`config.mk`:
```
export PLATFORM = sky130hd
export DESIGN_NAME = mult_arbiter
export DESIGN_NICKNAME = d
export VERILOG_FILES = /design/src/rtl/mult_arbiter.sv
export SDC_FILE = /design/constraint.sdc
export NUM_CORES = 1
export LEC_CHECK = 0
export ABC_AREA = 1
export BUFFER_PORTS_ARGS = -buffer_cell sky130_fd_sc_hd__buf_2
export CORE_AREA = 4 4 111 113
export CTS_CLUSTER_DIAMETER = 100
export DETAILED_ROUTE_END_ITERATION = 10
export DIE_AREA = 0 0 115 117
export HOLD_SLACK_MARGIN = 0.1
export PLACE_DENSITY = 0.83
export SLEW_MARGIN = 20
export SYNTH_ARGS = -nofsm -noshare
export SYNTH_HDL_FRONTEND = slang
export SYNTH_SLANG_ARGS = --single-unit
```
`constraint.sdc`:
```
create_clock -name clock -period 1.7 [get_ports clock]
set_clock_uncertainty 0.05 [all_clocks]
set_input_delay 0.425 -clock clock [delete_from_list [all_inputs] [get_ports clock]]
set_output_delay 0.425 -clock clock [all_outputs]
set_load 0.02 [all_outputs]
```
`src/rtl/mult_arbiter.sv`:
```
// ============================================================================
// Module   : mult_arbiter
// Brief    : Two-requester arbiter/sequencer for a shared shift-add multiplier.
//            MULT_ARB_RR_EN selects round-robin ties (default: fixed priority).
// Revision : 1.0 - initial release
// ============================================================================
`default_nettype none

module mult_arbiter #(
    parameter int WIDTH   = 32,
    parameter int TIMEOUT = 64
) (
    input  logic             clock,
    input  logic             reset,
    input  logic             req0_valid,
    output logic             req0_ready,
    input  logic [WIDTH-1:0] req0_a,
    input  logic [WIDTH-1:0] req0_b,
    input  logic             req1_valid,
    output logic             req1_ready,
    input  logic [WIDTH-1:0] req1_a,
    input  logic [WIDTH-1:0] req1_b,
    output logic             rsp0_valid,
    input  logic             rsp0_ready,
    output logic             rsp1_valid,
    input  logic             rsp1_ready,
    output logic [WIDTH-1:0] rsp_product,
    output logic             rsp_error,
    output logic             mul_start,
    output logic [WIDTH-1:0] mul_a,
    output logic [WIDTH-1:0] mul_b,
    input  logic [WIDTH-1:0] mul_product,
    input  logic             mul_done,
    output logic [2:0]       state
);

    localparam int CW = $clog2(TIMEOUT + 1);

    typedef enum logic [2:0] {
        IDLE  = 3'd0,
        ISSUE = 3'd1,
        BUSY  = 3'd2,
        RESP  = 3'd3
    } state_t;

    state_t          state_q;
    state_t          state_d;
    logic [CW-1:0]   count;
    logic            grant;
    logic            last_grant;
    logic            winner;
    logic            in_idle;
    logic            accept;
    logic            timed_out;
    logic            rsp_taken;

    // Winner is only meaningful while at least one request is valid.
`ifdef MULT_ARB_RR_EN
    assign winner = req0_valid ? (req1_valid ? ~last_grant : 1'b0) : 1'b1;
`else
    logic unused_last_grant;
    assign unused_last_grant = last_grant;
    assign winner = ~req0_valid;
`endif

    assign in_idle    = (state_q == IDLE);
    assign accept     = in_idle && (req0_valid || req1_valid);
    assign req0_ready = in_idle && req0_valid && !winner;
    assign req1_ready = in_idle && req1_valid && winner;
    // Count reaches TIMEOUT-1 in the last BUSY cycle, giving the response at accept+2+TIMEOUT.
    assign timed_out  = (count == CW'(TIMEOUT - 1));
    assign rsp_taken  = grant ? rsp1_ready : rsp0_ready;
    assign state      = state_q;

    always_ff @(posedge clock) begin
        if (!reset) begin
            state_q <= IDLE;
        end else begin
            state_q <= state_d;
        end
    end

    always_comb begin
        state_d = state_q;
        case (state_q)
            IDLE:    if (accept) state_d = ISSUE;
            ISSUE:   state_d = BUSY;
            BUSY:    if (mul_done || timed_out) state_d = RESP;
            RESP:    if (rsp_taken) state_d = IDLE;
            default: state_d = IDLE;
        endcase
    end

    always_ff @(posedge clock) begin
        if (!reset) begin
            mul_start   <= 1'b0;
            mul_a       <= '0;
            mul_b       <= '0;
            rsp0_valid  <= 1'b0;
            rsp1_valid  <= 1'b0;
            rsp_product <= '0;
            rsp_error   <= 1'b0;
            count       <= '0;
            grant       <= 1'b0;
            last_grant  <= 1'b1;
        end else begin
            mul_start  <= (state_d == ISSUE);
            rsp0_valid <= (state_d == RESP) && !grant;
            rsp1_valid <= (state_d == RESP) && grant;
            case (state_q)
                IDLE: begin
                    if (accept) begin
                        mul_a <= winner ? req1_a : req0_a;
                        mul_b <= winner ? req1_b : req0_b;
                        grant <= winner;
                    end
                end
                ISSUE: begin
                    count <= '0;
                end
                BUSY: begin
                    count <= count + 1'b1;
                    if (mul_done) begin
                        rsp_product <= mul_product;
                        rsp_error   <= 1'b0;
                    end else if (timed_out) begin
                        rsp_product <= '0;
                        rsp_error   <= 1'b1;
                    end
                end
                RESP: begin
                    if (rsp_taken) last_grant <= grant;
                end
                default: ;
            endcase
        end
    end

endmodule

`default_nettype wire

```
After elaboration in Yosys (flattened, before gate mapping)
Index checks and enable logic that the tools add are counted.
{"block": "word_totals", "output_inout_bits": 105, "ff_bits": 111, "elab_cells": 45, "inputBits": 167}
{"block": "classes", "n_eq_ne": 6, "reduce_logical": 15, "addsub": 1, "mux": 12, "bitwise": 1}
{"cell": "$mux W32", "n": 4}
{"cell": "$pmux W7 S2", "n": 1}
{"cell": "$pmux W3 S4", "n": 1}
{"cell": "$eq A3 B2 Y1 const B", "n": 3}
{"cell": "$mux W3", "n": 3}
{"cell": "$add A7 B1 Y7 const B", "n": 1}
{"cell": "$eq A7 B6 Y1 const B", "n": 1}
{"cell": "$logic_and A1 B1 Y1", "n": 7}
{"cell": "$eq A3 B1 Y1 const B", "n": 2}
{"cell": "$reduce_and A2 Y1", "n": 2}
{"cell": "$reduce_bool A2 Y1", "n": 2}
{"cell": "$logic_not A3 Y1", "n": 1}
{"cell": "$mux W1", "n": 3}
{"cell": "$logic_or A1 B1 Y1", "n": 2}
{"cell": "$logic_not A1 Y1", "n": 1}
{"cell": "$not A1 Y1", "n": 1}

Depth between registers and ports, before layout
Gate-level depths: netlist of run 1.
{"block": "logic_depth", "word_depth": 6, "ltp_mapped": 8, "mapped_depth_nobuf": 7}

Least setup slack after synthesis of run 1
OpenSTA, ideal clock, no wires.
{"block": "synth_path", "path_kind": "reg-to-output", "startpoint": "register state_q[2], in the netlist state[2]", "endpoint": "output req1_ready", "path_slack_ns": 0.243, "stages_incl_launch_ff": 4, "required_ns": 1.225, "n_path_buf": 0, "arrival_time_ns": 0.982, "path_cell_list": "dfxtp_1 > nor2_2 > nand3_1 > nor2_1"}
{"block": "synth_via", "elab_chain_len": 3}
{"item": "start: declaration", "line": "46", "rtl": "state_t state_q;"}
{"item": "start signal: assignment", "line": "79", "rtl": "state_q <= state_d;"}
{"item": "$logic_not A3 Y1", "line": "66", "rtl": "assign in_idle = (state_q == IDLE);"}
{"item": "$logic_and A1 B1 Y1 (2 in a row)", "line": "69", "rtl": "assign req1_ready = in_idle && req1_valid && winner;"}
{"item": "end: declaration", "line": "20", "rtl": "output logic req1_ready,"}
Every way passes these cells.

Worst setup path in the final report of run 1
{"block": "layout_path", "startpoint": "register state_q[1], in the netlist state[1]", "endpoint": "output req1_ready"}
Same word-level chain as after synthesis.

==> results of run 1 <==
==> layout by cell type, fill, tap and decap left out, drive strengths merged, types with 10 or more instances in the layout <==
cell type,count
nand2,247
nor2,15
dfxtp,111
clkbuf,10
nand3,40
buf,294
inv,78
a21oi,103
o21ai,67
==> critical path, delay by kind of cell, from the launching register on <==
| kind | cells | cell delay, ns |
|---|---|---|
| flip-flops | 1 | 0.36 |
| AND/OR/NAND/NOR | 3 | 0.35 |
| buffers and inverters | 1 | 0.12 |
==> cells by family after synthesis <==
logic type,count (synthesis)
and+or+nand+nor,306
adders and majority gates,1
other,1
buffers and inverters,123
DFF,111
AOI/OAI and AO/OA,174
==> layout make-up <==
cell class	instances	area, µm²
Timing Repair Buffer	294	1642
Clock buffer	10	239.0
Clock inverter	6	73.82
Sequential cell	111	2227
Inverter	75	286.5
Multi-Input combinational cell	482	2166
Fill cell	1065	4508
Tap cell	143	178.9
==> power groups by stage <==
| stage | Sequential [W] | Combinational (W) | Clock [W] |
|---|---|---|---|
| final | 0.00283 | 0.00114 | 0.00220 |
| after global routing | 0.00285 | 0.00127 | 0.00235 |
| after CTS | 0.00283 | 0.00114 | 0.00224 |
| after detailed placement | 0.00289 | 0.00113 | 0 |
| after global placement | 0.00289 | 0.00111 | 0 |
| after floorplan | 0.00307 | 0.000462 | 0 |
==> metal layers <==
metal | GRT usage, % | share of wire, % | vias up
met3 | 3.033 | 6.7 | 26
met4 | 7.199 | 2.1 | 0
met2 | 34.95 | 51 | 186
met1 | 23.81 | 40 | 2278
li1 | - | - | 2782
met5 | 0 | 0 | -
==> flip-flops by register name (all words and copies together) (netlist names) <==
signal,flops
state,3
rsp0_valid,1
mul_b,32
grant,1
count,7
mul_a,32
rsp_error,1
rsp_product,32
mul_start,1
rsp1_valid,1
==> stage by stage <==
stage / utilization [%] / instance area, µm²
after global routing: 60.18 / 6813
final: 60.18 / 6813
after global placement: 56.89 / 6440
after floorplan: - / 4975
after detailed placement: 56.89 / 6440
after CTS: 60.10 / 6804
==> repair_timing <==
action,CTS,global route
setup endpoints to repair,2,11
resized for setup,9,3
pin swaps,3,2
setup buffers,3,0
==> worst max path at each step <==
stage            endpoint  slack, ns  depth (start not counted)
2_1_floorplan  req1_ready       0.24                          3
3_3_place_gp   req0_ready       0.14                          4
3_5_place_dp   req0_ready       0.14                          4
4_1_cts        req1_ready      0.009                          4
5_1_grt        req0_ready      -0.02                          4
6_report       req1_ready       0.05                          4
==> metrics.md, run 1 <==
| Metric | Value |
|---|---|
| Worst Setup Slack, final | 0.05397 ns |
| Max stage delay on crit path | 0.36 ns |
| Syn Area/Cell | 6.948 µm² |
| Synthesized area | 4975 µm² |
| Synth area leader | dfxtp_1 |
| H-Tree Level Count | 3 |
| Reg2reg end | rsp_product[20]$_SDFFE_PN0P_ |
| Final worst path period share | 96.83% |
| Post-synthesis sequential area ratio | 44.67% |
| DR vias/cell | 4.703 |
| Number of global-route vias before repair | 4689 |
| Hold_sp | mul_product[8] |
| Worst R2R Setup Slack | 0.13 ns |
| Final hold viol count | 0 |
| Top cell type's share of synthesized area | 44.67% |
| Final setup viols | 0 |
| Commonest cells post-synth | 245 x nand2_1, 111 x dfxtp_1, 103 x a21oi_1 |
| Class of the worst hold path | in2reg |
| CTS tree | done |
| Max-cap violation count | 0 |
| Number of antenna violations at the first check in global routing | 0 |
| Post-detailed-route wirelength per cell | 12.58 µm |
| Root Driver | clkbuf_16 |
| Maximum vdd drop | 0.5343 mV |
| Area growth from synthesis to layout | 36.95% |
| Worst Path Required | 1.22 ns |
| Logic pwr share | 18.4% |
| Crit. Startpoint | state[1]$_SDFF_PN0_ |
| Core area | 11320 µm² |
| Fraction of layout cells with a size suffix above 1 | 33.33% |
| Reg power frac | 45.9% |
| Hold Buf Count CTS | 0 |
| Pleak | 3.498 nW |
| Clock sink total | 111 |
| Post-synthesis compound-gate area fraction | 17.81% |
| Global-route wire length before repair | 21610 µm |
| Crit path kind | reg2out |
| CP max FO | 3 |
| Max stage delay cell, worst path | dfxtp_4 |
| WHS | 0.2754 ns |
| Final HPWL DP | 10610 µm |
| Pre-CTS WS | 0.1369 ns |
| Worst reg2reg startpoint | state[0]$_SDFF_PN0_ |
| Final max-slew violation count | 0 |
| Detail Route Antenna Nets | 0 |
| Clock network power share | 35.7% |
| # DRC | 0 |
| Post-synthesis simple-gate area fraction | 24.82% |
| Post-synthesis mux area share | 0% |
| CTS max path bufs | 2 |
| RSZ-0062 raised after global routing | yes |
| Clk_lat worst skew | 0.34 ns |
| Int Pwr | 0.004420 W |
| Status | finished clean |
| Vias | 5272 |
| Starting Density | 43.94% |
| Async SR Flop Fraction | 0% |
| I/O Buffers | 271 |
| I/O pin count | 272 |
| Iter 0 DRT Violations | 303 |
| Site Rows | 39 |
| Synth area leaders | dfxtp_1 45%, nand2_1 18%, a21oi_1 10% |
| Top-count cell post-synth | nand2_1 |
| CP Cell Sequence | nor2_4 > nand3_2 > nor2_4 > buf_6 |
| Dominant synthesized flop cell | dfxtp_1 |
| Worst Setup Start Kind | flop |
| Pre-antenna DRT Iters | 4 |
| NumNets Final | 1141 |
| Critical path's most frequent cell | nor2_4 |
| R2R depth | 8 |
| TritonCTS Buffers | 9 |
| Antenna diodes | 0 |
| Die width | 115 µm |
| Largest family of logic cells by synthesized area | simple AND/OR/NAND/NOR gates |
| Post-Synthesis Cells | 716 |
| Adder-cell share of the synthesized area | 0.2515% |
| Hold Crit Depth | 3 |
| Die Area | 13460 µm² |
| Pwr dens | 905.7 nW/µm² |
| Setup_tns | 0 ns |
| Gpl congestion | 0.8442 |
| Synthesized Nets | 884 |
| Tot Pwr | 0.006170 W |
| WP data arrival | 1.17 ns |
| Final min period | 1.646 ns |
| Total track usage | 19.56% |
| Flops & latches, synth | 111 |
| WHS Endpoint | rsp_product[8]$_SDFFE_PN0P_ |
| Total wire length | 14100 µm |
| Sw Ratio | 28.36% |
| Placed cells | 1102 |
| NetSw | 0.001750 W |
| Yosys cell types | 27 |
| Yosys Warn Count | 0 |
| Setup crit end kind | primary output |
| Largest net degree at the start of global routing | 62 |
| Xor/xnor share of the synthesized area | 0% |
| GRT overflow | 0 |
| Number of synthesized flops with an enable pin | 0 |
| Fin cells | 1121 |
| Die span in y | 117 µm |
| Max Clk Rate | 607.5 MHz |
| Clock slew at reported path FFs | 0.08 ns |
(Power assumes the default switching activity.)
==> inputs of run 2 (changes only) <==
CORE_AREA = 4 4 137 100   (was 4 4 111 113)
DIE_AREA = 0 0 141 104   (was 0 0 115 117)
PLACE_DENSITY = 0.77   (was 0.83)
==> run 2 against run 1 <==
  * Flip-flop and latch count unchanged
  * First-iteration DRC count fell by 17%
  * Clock power shrank 3%
  * Worst setup slack gained 0.0056 ns
  * Fmax rose by 0.34%
  * Highest routed layer unchanged
  * Non-clock buffer count down 4
==> metrics.md, run 2 (synthesis results as in run 1) <==
| Metric | Value |
|---|---|
| Core area | 12250 µm² |
| WHS Endpoint | rsp_product[31]$_SDFFE_PN0P_ |
| Max-cap violation count | 0 |
| Post-detailed-route wirelength per cell | 12.30 µm |
| Fin cells | 1136 |
| Reg2reg end | rsp_product[19]$_SDFFE_PN0P_ |
| I/O Buffers | 271 |
| Pleak | 3.481 nW |
| Largest net degree at the start of global routing | 65 |
| Max stage delay cell, worst path | dfxtp_4 |
| Maximum vdd drop | 0.5256 mV |
| Die span in y | 104 µm |
| Commonest non-fill, non-tap cells in the layout | 269 x buf_2, 244 x nand2_1, 109 x dfxtp_1 |
| Clk_lat worst skew | 0.33 ns |
| Final max-slew violation count | 0 |
| Commonest non-fill, non-tap cell in the layout | buf_2 |
| CP Cell Sequence | nor2_4 > nand3_2 > nor2_2 > buf_6 |
| Final HPWL DP | 10600 µm |
| # DRC | 0 |
| Setup crit end kind | primary output |
| Global-route wire length before repair | 22490 µm |
| Fill cells | 1213 |
| CP max FO | 4 |
| Post-DP Area | 6419 µm² |
| WP data arrival | 1.17 ns |
| Placed cells | 1115 |
| H-Tree Level Count | 3 |
| Gpl congestion | 0.8328 |
| Worst Setup Start Kind | flop |
| Worst R2R Setup Slack | 0.18 ns |
| Pre-antenna DRT Iters | 4 |
| Fraction of layout cells with a size suffix above 1 | 33.06% |
| CP Buf/Inv Count | 1 |
| Iter 0 DRT Violations | 251 |
| Vias | 5197 |
| DR vias/cell | 4.575 |
| WHS | 0.2798 ns |
| Hold Crit Depth | 3 |
| Worst Path Required | 1.22 ns |
| Starting Density | 40.60% |
| Final min period | 1.640 ns |
| Setup_tns | 0 ns |
| Die width | 141 µm |
| Antenna diodes | 0 |
| GRT overflow | 0 |
| Status | finished clean |
| Crit path max-delay family | flip-flops |
| TritonCTS Buffers | 9 |
| Detail Route Antenna Nets | 0 |
| Clock slew at reported path FFs | 0.07 ns |
| I/O pin count | 272 |
| RSZ-0062 raised after global routing | yes |
| Number of global-route vias before repair | 4683 |
| Max Clk Rate | 609.6 MHz |
| Worst reg2reg startpoint | state[2]$_SDFF_PN0_ |
| Final setup viols | 0 |
| Crit. Startpoint | state[2]$_SDFF_PN0_ |
| Total wire length | 13970 µm |
| Final Cell Area | 6808 µm² |
| Final Core Density | 55.57% |
| Final hold viol count | 0 |
| Final worst path period share | 96.49% |
| CTS max path bufs | 2 |
| Root Driver | clkbuf_16 |
| Crit path kind | reg2out |
| Max stage delay on crit path | 0.35 ns |
| CTS tree | done |
| Number of antenna violations at the first check in global routing | 0 |
| Regs by FF count | mul_a (32), mul_b (32), rsp_product (32) |
| Pwr dens | 892.7 nW/µm² |
| Stages on worst setup path | 4 |
| R2R depth | 8 |
| Class of the worst hold path | in2reg |
| Total track usage | 18.22% |
| Hold_sp | mul_product[31] |
| Die Area | 14660 µm² |
| Area growth from synthesis to layout | 36.85% |
| Site Rows | 34 |
| Clock sink total | 111 |
| NumNets Final | 1137 |
[run 2: cell types whose count changed in the layout (fill, tap and decap cells not counted), sizes merged]
| cell | before | now |
|---|---|---|
| inv | 78 | 77 |
| clkinvlp | 2 | 1 |
| clkinv | 0 | 1 |
| clkbuf | 10 | 11 |
| buf | 294 | 290 |
[run 2: per-layer routing]
| metal | track usage [%] | routed length (µm) |
|---|---|---|
| met1 | 23.06 | 6141 |
| met4 | 3.942 | 144 |
| met2 | 31.56 | 6882 |
| met5 | 0 | 0 |
| met3 | 4.274 | 803 |
[run 2: worst reg2reg max path: stages (launching register included)]
cell and delay, ns:
dfxtp_4 0.35, buf_4 0.13, inv_2 0.06, nand3_4 0.10
inv_4 0.10, nand2_4 0.11, inv_4 0.28, nand2_1 0.10
a21oi_1 0.17
[run 2: layout make-up]
cell class / instances / area [µm²] / area share (%)
timing repair buffer: 290 / 1612 / 23.67
inverter: 75 / 289.0 / 4.246
clock buffer: 11 / 242.7 / 3.566
sequential: 111 / 2230 / 32.75
tap: 162 / 202.7 / 2.977
multi-input combinational: 482 / 2168 / 31.85
clock inverter: 5 / 63.81 / 0.9373
[run 2: how the worst max path moves through the flow]
stage / end / slack, ns
2_1_floorplan: req1_ready / 0.24
3_3_place_gp: req1_ready / 0.22
3_5_place_dp: mul_a[2]$_SDFFE_PN0P_ / 0.19
4_1_cts: req1_ready / -0.0001
5_1_grt: req1_ready / -0.02
6_report: req1_ready / 0.06
[run 2: metrics by stage]
| stage | power (W) | setup WS (ns) |
|---|---|---|
| 4_1_cts | 0.006156 | -0.0001206 |
| 2_1_floorplan | 0.003535 | 0.2430 |
| 3_3_place_gp | 0.003977 | 0.2161 |
| 3_5_place_dp | 0.003992 | 0.1853 |
| 6_report | 0.006078 | 0.05960 |
| 5_1_grt | 0.006404 | -0.02328 |
[run 2: timing repair]
| action | 4_1_cts | 5_1_grt |
|---|---|---|
| buffers inserted | 3 | 2 |
| setup endpoints to repair | 2 | 2 |
| hold buffers | 0 | 0 |
| resized for setup | 7 | 8 |
| pin swaps | 3 | 5 |
[run 2: report_power, final]
group	switching, W	internal [W]
Sequential	0.0000735	0.00275
Combinational	0.000668	0.000451
Clock	0.000937	0.00120
Total	0.00168	0.00440
==> inputs of run 3 (changes only) <==
CORE_AREA = 4 4 133 103   (was 4 4 137 100)
DIE_AREA = 0 0 137 107   (was 0 0 141 104)
==> run 3 against run 2 <==
  * Combinational power barely moved
  * Die area barely moved
  * Flip-flop and latch count did not move
  * Critical endpoint unchanged
  * Largest cell class unchanged
  * Register-to-register slack got worse by 0.03 ns
  * Via count rose by 1.3%
  * Largest power group unchanged
  * Worst hold slack got worse by 0.00058 ns
==> metrics.md, run 3 (synthesis results as in run 1) <==
| Metric | Value |
|---|---|
| I/O Buffers | 271 |
| R2R depth | 8 |
| DR vias/cell | 4.573 |
| CTS tree | done |
| Total wire length | 14180 µm |
| TritonCTS Buffers | 9 |
| Vias | 5264 |
| Pwr dens | 924.3 nW/µm² |
| Clock sink total | 111 |
| Met3 usage | 4.456% |
| Die width | 137 µm |
| CP max FO | 4 |
| Max stage delay cell, worst path | dfxtp_2 |
| Pre-antenna DRT Iters | 5 |
| Commonest non-fill, non-tap cells in the layout | 269 x buf_2, 244 x nand2_1, 109 x dfxtp_1 |
| Worst R2R Setup Slack | 0.15 ns |
| Pleak | 3.543 nW |
| Core area | 12260 µm² |
| Site Rows | 35 |
| Starting Density | 40.57% |
| Total track usage | 18.54% |
| Final worst path period share | 97.44% |
| Max-cap violation count | 0 |
| Hold Buf Count CTS | 0 |
| I/O pin count | 272 |
| Max stage delay on crit path | 0.34 ns |
| Number of antenna violations at the first check in global routing | 2 |
| Root Driver | clkbuf_16 |
| Final setup viols | 0 |
| Pre-CTS WS | 0.1105 ns |
| Clock slew at reported path FFs | 0.08 ns |
| Fill cells | 1184 |
| WP data arrival | 1.18 ns |
| Worst Setup Start Kind | flop |
| Commonest non-fill, non-tap cell in the layout | buf_2 |
| Most Crowded Layer GR | met2 |
| Max Clk Rate | 603.7 MHz |
| Class of the worst hold path | in2reg |
| H-Tree Level Count | 3 |
| Final HPWL DP | 10970 µm |
| Final min period | 1.656 ns |
| Regs by FF count | mul_a (32), mul_b (32), rsp_product (32) |
| Gpl congestion | 0.8254 |
| Final hold viol count | 0 |
| # DRC | 0 |
| Post-detailed-route wirelength per cell | 12.32 µm |
| Reg2reg end | rsp_product[29]$_SDFFE_PN0P_ |
| Worst Path Required | 1.22 ns |
| Final Core Density | 56.36% |
| Met2 usage | 32.12% |
| Detail Route Antenna Nets | 0 |
| Iter 0 DRT Violations | 288 |
| Final max-slew violation count | 0 |
| Crit. Startpoint | state[2]$_SDFF_PN0_ |
| Fraction of layout cells with a size suffix above 1 | 33.57% |
| Critical Path End | req1_ready |
| Crit path kind | reg2out |
| Setup crit end kind | primary output |
| CP Cell Sequence | nor2_4 > nand3_1 > nor2_1 > buf_4 |
| Global-route wire length before repair | 22310 µm |
| Clk_lat worst skew | 0.34 ns |
| Status | finished clean |
| NumNets Final | 1146 |
| Largest net degree at the start of global routing | 54 |
| Die span in y | 107 µm |
| Area growth from synthesis to layout | 38.91% |
| CTS max path bufs | 2 |
| Die Area | 14660 µm² |
| Number of global-route vias before repair | 4753 |
| GRT overflow | 0 |
| Worst reg2reg startpoint | state[0]$_SDFF_PN0_ |
| Met1 Usage GRT | 22.44% |
| Worst Setup Slack, final | 0.04350 ns |
| Maximum vdd drop | 0.6100 mV |
-- run 3: worst min path at each step --
stage / start / depth (start not counted) / slack (ns) / endpoint
2_1_floorplan: count[0]$_SDFFE_PN0P_ / 1 / 0.40 / count[0]$_SDFFE_PN0P_
3_3_place_gp: mul_b[21]$_SDFFE_PN0P_ / 2 / 0.38 / mul_b[21]$_SDFFE_PN0P_
3_5_place_dp: mul_b[21]$_SDFFE_PN0P_ / 2 / 0.38 / mul_b[21]$_SDFFE_PN0P_
4_1_cts: mul_product[27] / 3 / 0.26 / rsp_product[27]$_SDFFE_PN0P_
5_1_grt: mul_product[24] / 3 / 0.27 / rsp_product[24]$_SDFFE_PN0P_
6_report: mul_product[27] / 3 / 0.28 / rsp_product[27]$_SDFFE_PN0P_
-- run 3: report_power, final --
group	switching [W]	total, W	internal [W]
Clock	0.000964	0.00242	0.00146
Sequential	0.0000736	0.00283	0.00275
Combinational	0.000670	0.00114	0.000468
-- run 3: per-layer routing --
layer / vias to the layer above / share of wire (%)
met5: - / 0
met4: 0 / 2.1
met3: 20 / 6.3
met2: 139 / 50
met1: 2307 / 42
li1: 2798 / -
-- run 3: cell type report --
type / count / area [µm²] / share of cell area, %
flip-flops and latches: 111 / 2225 / 32.19
multi-input cells: 482 / 2161 / 31.27
repair buffers: 299 / 1675 / 24.24
inverters: 75 / 286.5 / 4.146
clock buffers: 9 / 225.2 / 3.259
well taps: 166 / 207.7 / 3.006
clock inverters: 7 / 125.1 / 1.811
diodes: 2 / 5.005 / 0.07242
-- run 3: per-stage QoR --
stage | setup TNS (ns) | std cells | instance area, µm² | power [W] | hold WS, ns
4_1_cts | 0 | 1149 | 6892 | 0.006475 | 0.2609
3_5_place_dp | 0 | 1129 | 6499 | 0.004017 | 0.3807
5_1_grt | -0.0001352 | 1151 | 6910 | 0.006725 | 0.2701
2_1_floorplan | 0 | 716 | 4975 | 0.003535 | 0.3975
6_report | 0 | 1151 | 6910 | 0.006387 | 0.2792
3_3_place_gp | 0 | 1129 | 6499 | 0.004000 | 0.3782
-- run 3: worst max-delay path, delay by kind of cell (launching register included) --
kind / cells / cell delay (ns)
flops: 1 / 0.34
simple gates: 3 / 0.34
buf+inv: 1 / 0.16
-- run 3: what timing repair did --
action / in CTS / in global routing
endpoints found under the setup margin: 2 / 2
buffers inserted: 4 / 0
gates cloned: 0 / 0
resized for setup: 4 / 5
pin swaps: 1 / 2
